`src/rtl/rx_frame_ctrl.sv`:
```
// Receive framing controller: start detect, mid-bit shift strobes, stop check and held output word.
// Define RX_PARITY_EN to expect one even-parity bit between the data bits and the stop bit.
module rx_frame_ctrl #(
    parameter int DATA_BITS    = 8,
    parameter int CLKS_PER_BIT = 10
) (
    input  logic                 clk,
    input  logic                 rst,
    input  logic                 serial_in,
    input  logic [DATA_BITS-1:0] sr_data,
    input  logic                 data_read,
    output logic                 serial_sync,
    output logic                 sr_shift_enable,
    output logic [DATA_BITS-1:0] rx_data,
    output logic                 data_ready,
    output logic                 overrun_error,
    output logic                 framing_error,
    output logic                 parity_error
);

    localparam int CW = $clog2(CLKS_PER_BIT);
    localparam int BW = $clog2(DATA_BITS);
    localparam int H  = CLKS_PER_BIT / 2;

    localparam logic [CW-1:0] CNT_HALF  = CW'(H - 1);
    localparam logic [CW-1:0] CNT_LAST  = CW'(CLKS_PER_BIT - 1);
    localparam logic [CW-1:0] CNT_STOP  = CW'(CLKS_PER_BIT - 2);
    localparam logic [BW-1:0] BITS_LAST = BW'(DATA_BITS - 1);

    typedef enum logic [2:0] {
        IDLE,
        START_CHK,
        DATA,
`ifdef RX_PARITY_EN
        PARITY,
`endif
        STOP_CHK,
        LOAD
    } state_t;

    state_t          state;
    state_t          state_nxt;
    logic            sync1;
    logic            sync2;
    logic            hist;
    logic [CW-1:0]   cnt;
    logic [BW-1:0]   bit_cnt;
    logic            start_edge;
    logic            bit_done;
    logic            cnt_clr;
    logic            load_now;
    logic            frame_err_now;
    logic            par_bad;

    // Flops preset high so leaving reset never looks like a falling edge.
    always_ff @(posedge clk) begin
        if (rst) begin
            sync1 <= 1'b1;
            sync2 <= 1'b1;
            hist  <= 1'b1;
        end else begin
            sync1 <= serial_in;
            sync2 <= sync1;
            hist  <= sync2;
        end
    end

    assign serial_sync = sync2;
    assign start_edge  = ~sync2 & hist;
    assign bit_done    = (state == DATA) && (cnt == CNT_LAST);

    always_ff @(posedge clk) begin
        if (rst) begin
            state <= IDLE;
        end else begin
            state <= state_nxt;
        end
    end

    always_comb begin
        state_nxt = state;
        case (state)
            IDLE: begin
                if (start_edge) begin
                    state_nxt = START_CHK;
                end
            end
            START_CHK: begin
                if (cnt == CNT_HALF) begin
                    state_nxt = sync2 ? IDLE : DATA;
                end
            end
            DATA: begin
                if (bit_done && (bit_cnt == BITS_LAST)) begin
`ifdef RX_PARITY_EN
                    state_nxt = PARITY;
`else
                    state_nxt = STOP_CHK;
`endif
                end
            end
`ifdef RX_PARITY_EN
            PARITY: begin
                if (cnt == CNT_LAST) begin
                    state_nxt = STOP_CHK;
                end
            end
`endif
            // Leave one count early so the LOAD cycle itself is the mid-stop sample.
            STOP_CHK: begin
                if (cnt == CNT_STOP) begin
                    state_nxt = LOAD;
                end
            end
            LOAD: begin
                state_nxt = IDLE;
            end
            default: begin
                state_nxt = IDLE;
            end
        endcase
    end

    always_comb begin
        sr_shift_enable = 1'b0;
        load_now        = 1'b0;
        frame_err_now   = 1'b0;
        cnt_clr         = (state_nxt != state) || bit_done;
        case (state)
            DATA: begin
                sr_shift_enable = bit_done & ~rst;
            end
            LOAD: begin
                load_now      = sync2 & ~par_bad;
                frame_err_now = ~sync2;
            end
            default: begin
                sr_shift_enable = 1'b0;
            end
        endcase
    end

    always_ff @(posedge clk) begin
        if (rst) begin
            cnt     <= '0;
            bit_cnt <= '0;
        end else begin
            if ((state == IDLE) || cnt_clr) begin
                cnt <= '0;
            end else begin
                cnt <= cnt + CW'(1);
            end
            if (state != DATA) begin
                bit_cnt <= '0;
            end else if (bit_done) begin
                bit_cnt <= bit_cnt + BW'(1);
            end
        end
    end

`ifdef RX_PARITY_EN
    logic par_err_q;

    always_ff @(posedge clk) begin
        if (rst) begin
            par_bad   <= 1'b0;
            par_err_q <= 1'b0;
        end else begin
            if ((state == IDLE) && start_edge) begin
                par_bad <= 1'b0;
            end else if ((state == PARITY) && (cnt == CNT_LAST)) begin
                par_bad <= ^{sr_data, sync2};
            end
            if ((state == IDLE) && start_edge) begin
                par_err_q <= 1'b0;
            end else if ((state == LOAD) && sync2 && par_bad) begin
                par_err_q <= 1'b1;
            end
        end
    end

    assign parity_error = par_err_q;
`else
    assign par_bad      = 1'b0;
    assign parity_error = 1'b0;
`endif

    // A load in the same cycle as a read keeps the new word marked ready.
    always_ff @(posedge clk) begin
        if (rst) begin
            rx_data       <= '0;
            data_ready    <= 1'b0;
            overrun_error <= 1'b0;
            framing_error <= 1'b0;
        end else begin
            if ((state == IDLE) && start_edge) begin
                framing_error <= 1'b0;
            end else if (frame_err_now) begin
                framing_error <= 1'b1;
            end
            if (load_now) begin
                rx_data       <= sr_data;
                data_ready    <= 1'b1;
                overrun_error <= data_ready & ~data_read;
            end else if (data_read) begin
                data_ready    <= 1'b0;
                overrun_error <= 1'b0;
            end
        end
    end

endmodule

```
`config.mk`:
```
export PLATFORM = sky130hd
export DESIGN_NAME = rx_frame_ctrl
export DESIGN_NICKNAME = d
export VERILOG_FILES = /design/src/rtl/rx_frame_ctrl.sv
export SDC_FILE = /design/constraint.sdc
export NUM_CORES = 1
export LEC_CHECK = 0
export BUFFER_PORTS_ARGS = -buffer_cell sky130_fd_sc_hd__buf_2
export CAP_MARGIN = 30
export CORE_MARGIN = 4
export CORE_UTILIZATION = 50
export CTS_CLUSTER_SIZE = 25
export DETAILED_ROUTE_END_ITERATION = 16
export HOLD_SLACK_MARGIN = 0.08
export PLACE_DENSITY = 0.76
export SLEW_MARGIN = 20
export SYNTH_ARGS = -nofsm -noshare
export SYNTH_HDL_FRONTEND = slang
export SYNTH_SLANG_ARGS = --single-unit
```
`constraint.sdc`:
```
create_clock -name clk -period 3.4 [get_ports clk]
set_clock_uncertainty 0.2 [all_clocks]
set_input_delay 0.68 -clock clk [delete_from_list [all_inputs] [get_ports clk]]
set_output_delay 0.68 -clock clk [all_outputs]
set_load 0.01 [all_outputs]
```
=== Yosys cells after proc, flatten, opt, wreduce, memory -nomap -nowiden ===
Cells that the tools add are included.

* Add/sub/neg operators: 2
* Equality and inequality tests: 10
* Multiplexer cells: 12
* Bitwise gates (word level): 6
* Reduce and logical (&&, ||, !) cells: 10

{| class="wikitable"
|+ Operators with widths
! cell !! count
|-
| $mux 3 || 4
|-
| $pmux 3 s4 || 1
|-
| $eq 4x4->1 const B || 2
|-
| $eq 3x2->1 const B || 2
|-
| $eq 3x3->1 const B || 2
|-
| $mux 1 || 6
|-
| $reduce_or 2->1 || 3
|-
| $add 4x1->4 const B || 1
|-
| $eq 4x3->1 const B || 1
|-
| $add 3x1->3 const B || 1
|-
| $and 1x1->1 || 3
|-
| $eq 3x1->1 const B || 1
|-
| $logic_and 1x1->1 || 3
|-
| $logic_not 3->1 || 1
|-
| $ne 3x2->1 const B || 1
|-
| $ne 3x3->1 || 1
|-
| $not 1->1 || 3
|-
| $logic_or 1x1->1 || 2
|-
| $mux 2 || 1
|-
| $reduce_bool 2->1 || 1
|}

* Register bits: 24
* Input port bits: 12
* Output and inout bits: 14
* Logic and storage cells: 50

=== Longest topological paths before layout ===
* Word-level depth: 9
* Mapped depth: 6
* Mapped depth without buffers: 6

=== Worst setup path after synthesis ===
OpenSTA, ideal clock, no wires.

* Path type: input -> output
* From: input rst
* To: output sr_shift_enable
* Data arrival time: 1436 ps
* Required time: 2520 ps
* Slack: 1084 ps
* Stages on the path: 3
* Path buffers: 1
* Path through: clkbuf_1 or3_1 nor2_1

* Longest elaborated chain between the ends: 3

{| class="wikitable"
|+ Ends and longest elaborated chain
! element !! RTL line !! source
|-
| start: declaration || 8 || <nowiki>input logic rst,</nowiki>
|-
| $not 1->1 || 131 || <nowiki>sr_shift_enable = bit_done & ~rst;</nowiki>
|-
| $and 1x1->1 || 131 ||
|-
| $mux 1 || 129 || <nowiki>case (state)</nowiki>
|-
| end: declaration || 13 || <nowiki>output logic sr_shift_enable,</nowiki>
|}

No other way between the ends.

=== Worst setup path after layout ===
Same ends and word-level chain as after synthesis.

==> reports/qor.txt <==
Status = complete, no violations
Hold_sp = sync1
TritonRoute pass-1 iters = 6
Final Hold Fails = 0
Area after DPL = 0.00117 mm^2
Fillers = 170
First-pass GRT wire length = 3.18 mm
Tot Pwr = 0.465 mW
Worst min-delay path endpoint = serial_sync
Multi-input gate area = 520 um^2
DIE AREA = 0.00291 mm^2
Post-synth top cells = 24 x dfxtp_1, 17 x nand2_1, 10 x a21oi_1
Max Slew Vio Count = 0
Port Buffers = 24
Tmin final = 2.44 ns
Die width = 54.0 um
Clock Power Share = 30.8%
Vias in the first global route = 746
Period utilization = 71.9%
Startpoint types = input port
Area Growth Syn to Fin = 13.7%
Post-detailed-route count of antenna-violating nets = 0
Mapped Nets = 134
# DRC = 0
Vias = 838
Worst r2r path cells = 6
Area fraction of the dominant cell type after synthesis = 45.4%
Initial Util = 53.3%
Total Routing Usage GR = 15.0%
Final wirelength = 1.92 mm
Reg area = 480 um^2
DIE HEIGHT = 54.0 um
Number of I/O pins = 26
CTS H-tree lvls = 1
Yosys warnings = 0
Iteration-0 DRC Markers = 10
RSZ-0062 raised after global routing = false
Clk_lat worst skew = 0.30 ns
Combinational share of power = 6.6%
Overflow after GRT = 0
Final setup fails = 0
Setup Fix Bufs, Post-CTS = 0
Seq/Total Area, Yosys = 45.4%
Post-synth EDFFs = 0
HP Class = flip-flop to flip-flop
RR Startpoint = bit_cnt[0]
Critical path type = input port to output port
FP Rows = 16
Area leader, netlist = dfxtp_1
Core Region = 0.00198 mm^2
Crit path max fanout = 19
CTS clock-pin slew for the worst setup and hold paths = 0.12 ns
Sw Share = 21.4%
TritonCTS clock tree = done
Pleak = 0.502 nW
Peak supply drop = 0.311 mV
DP Worst Slack = 0.954 ns
R2R Setup Slk = 1.47 ns
Distinct cells, synth = 35
# hold bufs at CTS = 0
Final WS setup = 0.956 ns
Final TNS setup = 0 ns
Syn Inst Count = 117
Mapped Area = 0.00106 mm^2
Worst hold path cell count = 1
Worst endpoint data arrival time = 1.56 ns
Post-DP HPWL = 1.43 mm
CTS resizes = 0
Post-synth top flop = dfxtp_1
Synth async-reset ratio = 0%
Initial antenna violation count = 0
Share of cells above drive strength 1 = 25.5%
Max Cap Viol = 0
Worst Setup End Kind = output port
Fin nets = 155
Finished Core Util = 60.7%
P_int = 0.365 mW
GPL Wtd Cong = 0.729
FF-to-FF End = cnt[0]
Clock Sinks = 24
Area contributors post-synth = dfxtp_1 45%, nand2_1 6.0%, ha_1 5.9%
Largest net degree at the start of global routing = 20
Routed WL per cell = 11.7 um
Avg Cell Area, Syn = 9.04 um^2
Total CTS buffers = 3
Yosys reg bits = 24
Worst endpoint required time = 2.52 ns
CTS Buffer Depth = 2
Fmax = 409 MHz
Reg power frac = 62.7%
Pwr dens = 386 mW/mm^2
Root buf cell = clkbuf_4
Design area = 0.00120 mm^2
Ant. Diodes = 0
Sw power = 0.0996 mW
Routed vias/inst = 5.11
Most frequent cell after synthesis = dfxtp_1
## metal layers
metal	global-route usage [%]	up-vias	routed length (um)
met4	3.73	0	10
met3	4.99	2	93
met1	18.2	380	882
li1	-	439	-
met2	25.2	17	934
met5	0	-	0
## worst max-delay path: stages
cell    delay [ns]
buf_2         0.20
or3_1         0.43
nor2_1        0.12
buf_2         0.13
## power groups by stage
stage	registers [mW]	clock network [mW]	logic, mW
global route	0.292	0.161	0.0343
CTS	0.291	0.150	0.0310
finish	0.291	0.143	0.0306
global placement	0.297	0	0.0294
detailed placement	0.297	0	0.0307
floorplan	0.294	0	0.0258
## placed cells by master, fill, tap and decap left out, drive strengths merged, types with 3 or more instances in the layout
cell type / Yosys / routed
mux2i: 3 / 3
nor2: 8 / 8
nand2: 17 / 17
a21oi: 10 / 10
ha: 5 / 5
nand3: 4 / 4
clkbuf: 3 / 4
nor3: 6 / 6
buf: 5 / 24
or2: 3 / 3
inv: 3 / 3
dfxtp: 24 / 24
## metrics by stage
stage                     instances  hold slack [ns]
after floorplan                 117            0.189
after global placement          160            0.195
after detailed placement        160            0.193
after CTS                       164            0.227
after global routing            164            0.244
final                           164            0.225
## area by class of cell
| cell class | instances | area share, % |
|---|---|---|
| sequential | 24 | 40.0 |
| tap | 27 | 2.81 |
| multi-input combinational | 82 | 43.3 |
| clock buffer | 4 | 3.02 |
| timing repair buffer | 24 | 9.99 |
| inverter | 3 | 0.937 |
## worst max path at each step
stage / startpoint / to / slack (ns) / depth (start not counted)
after global placement: rst / sr_shift_enable / 0.97 / 4
final: rst / sr_shift_enable / 0.96 / 4
after detailed placement: rst / sr_shift_enable / 0.95 / 4
after CTS: rst / sr_shift_enable / 0.95 / 4
after global routing: state[1] / sr_shift_enable / 0.85 / 4
after floorplan: rst / sr_shift_enable / 1.08 / 3
## registers in the layout, summed over array words and instances (netlist names)
name / count
hist: 1
rx_data: 8
bit_cnt: 3
cnt: 4
data_ready: 1
overrun_error: 1
sync1: 1
state: 3
framing_error: 1
serial_sync: 1
## logic make-up after synthesis
family	count (synthesis)	share of synthesized area (%)
compound gates	17	10.7
xor+xnor	3	2.49
fa+ha+maj	5	5.92
buf+inv	11	5.33
flops	24	45.4
mux	3	2.84
other cells	1	0.355
simple gates	53	27.0
(Power assumes the default switching activity.)
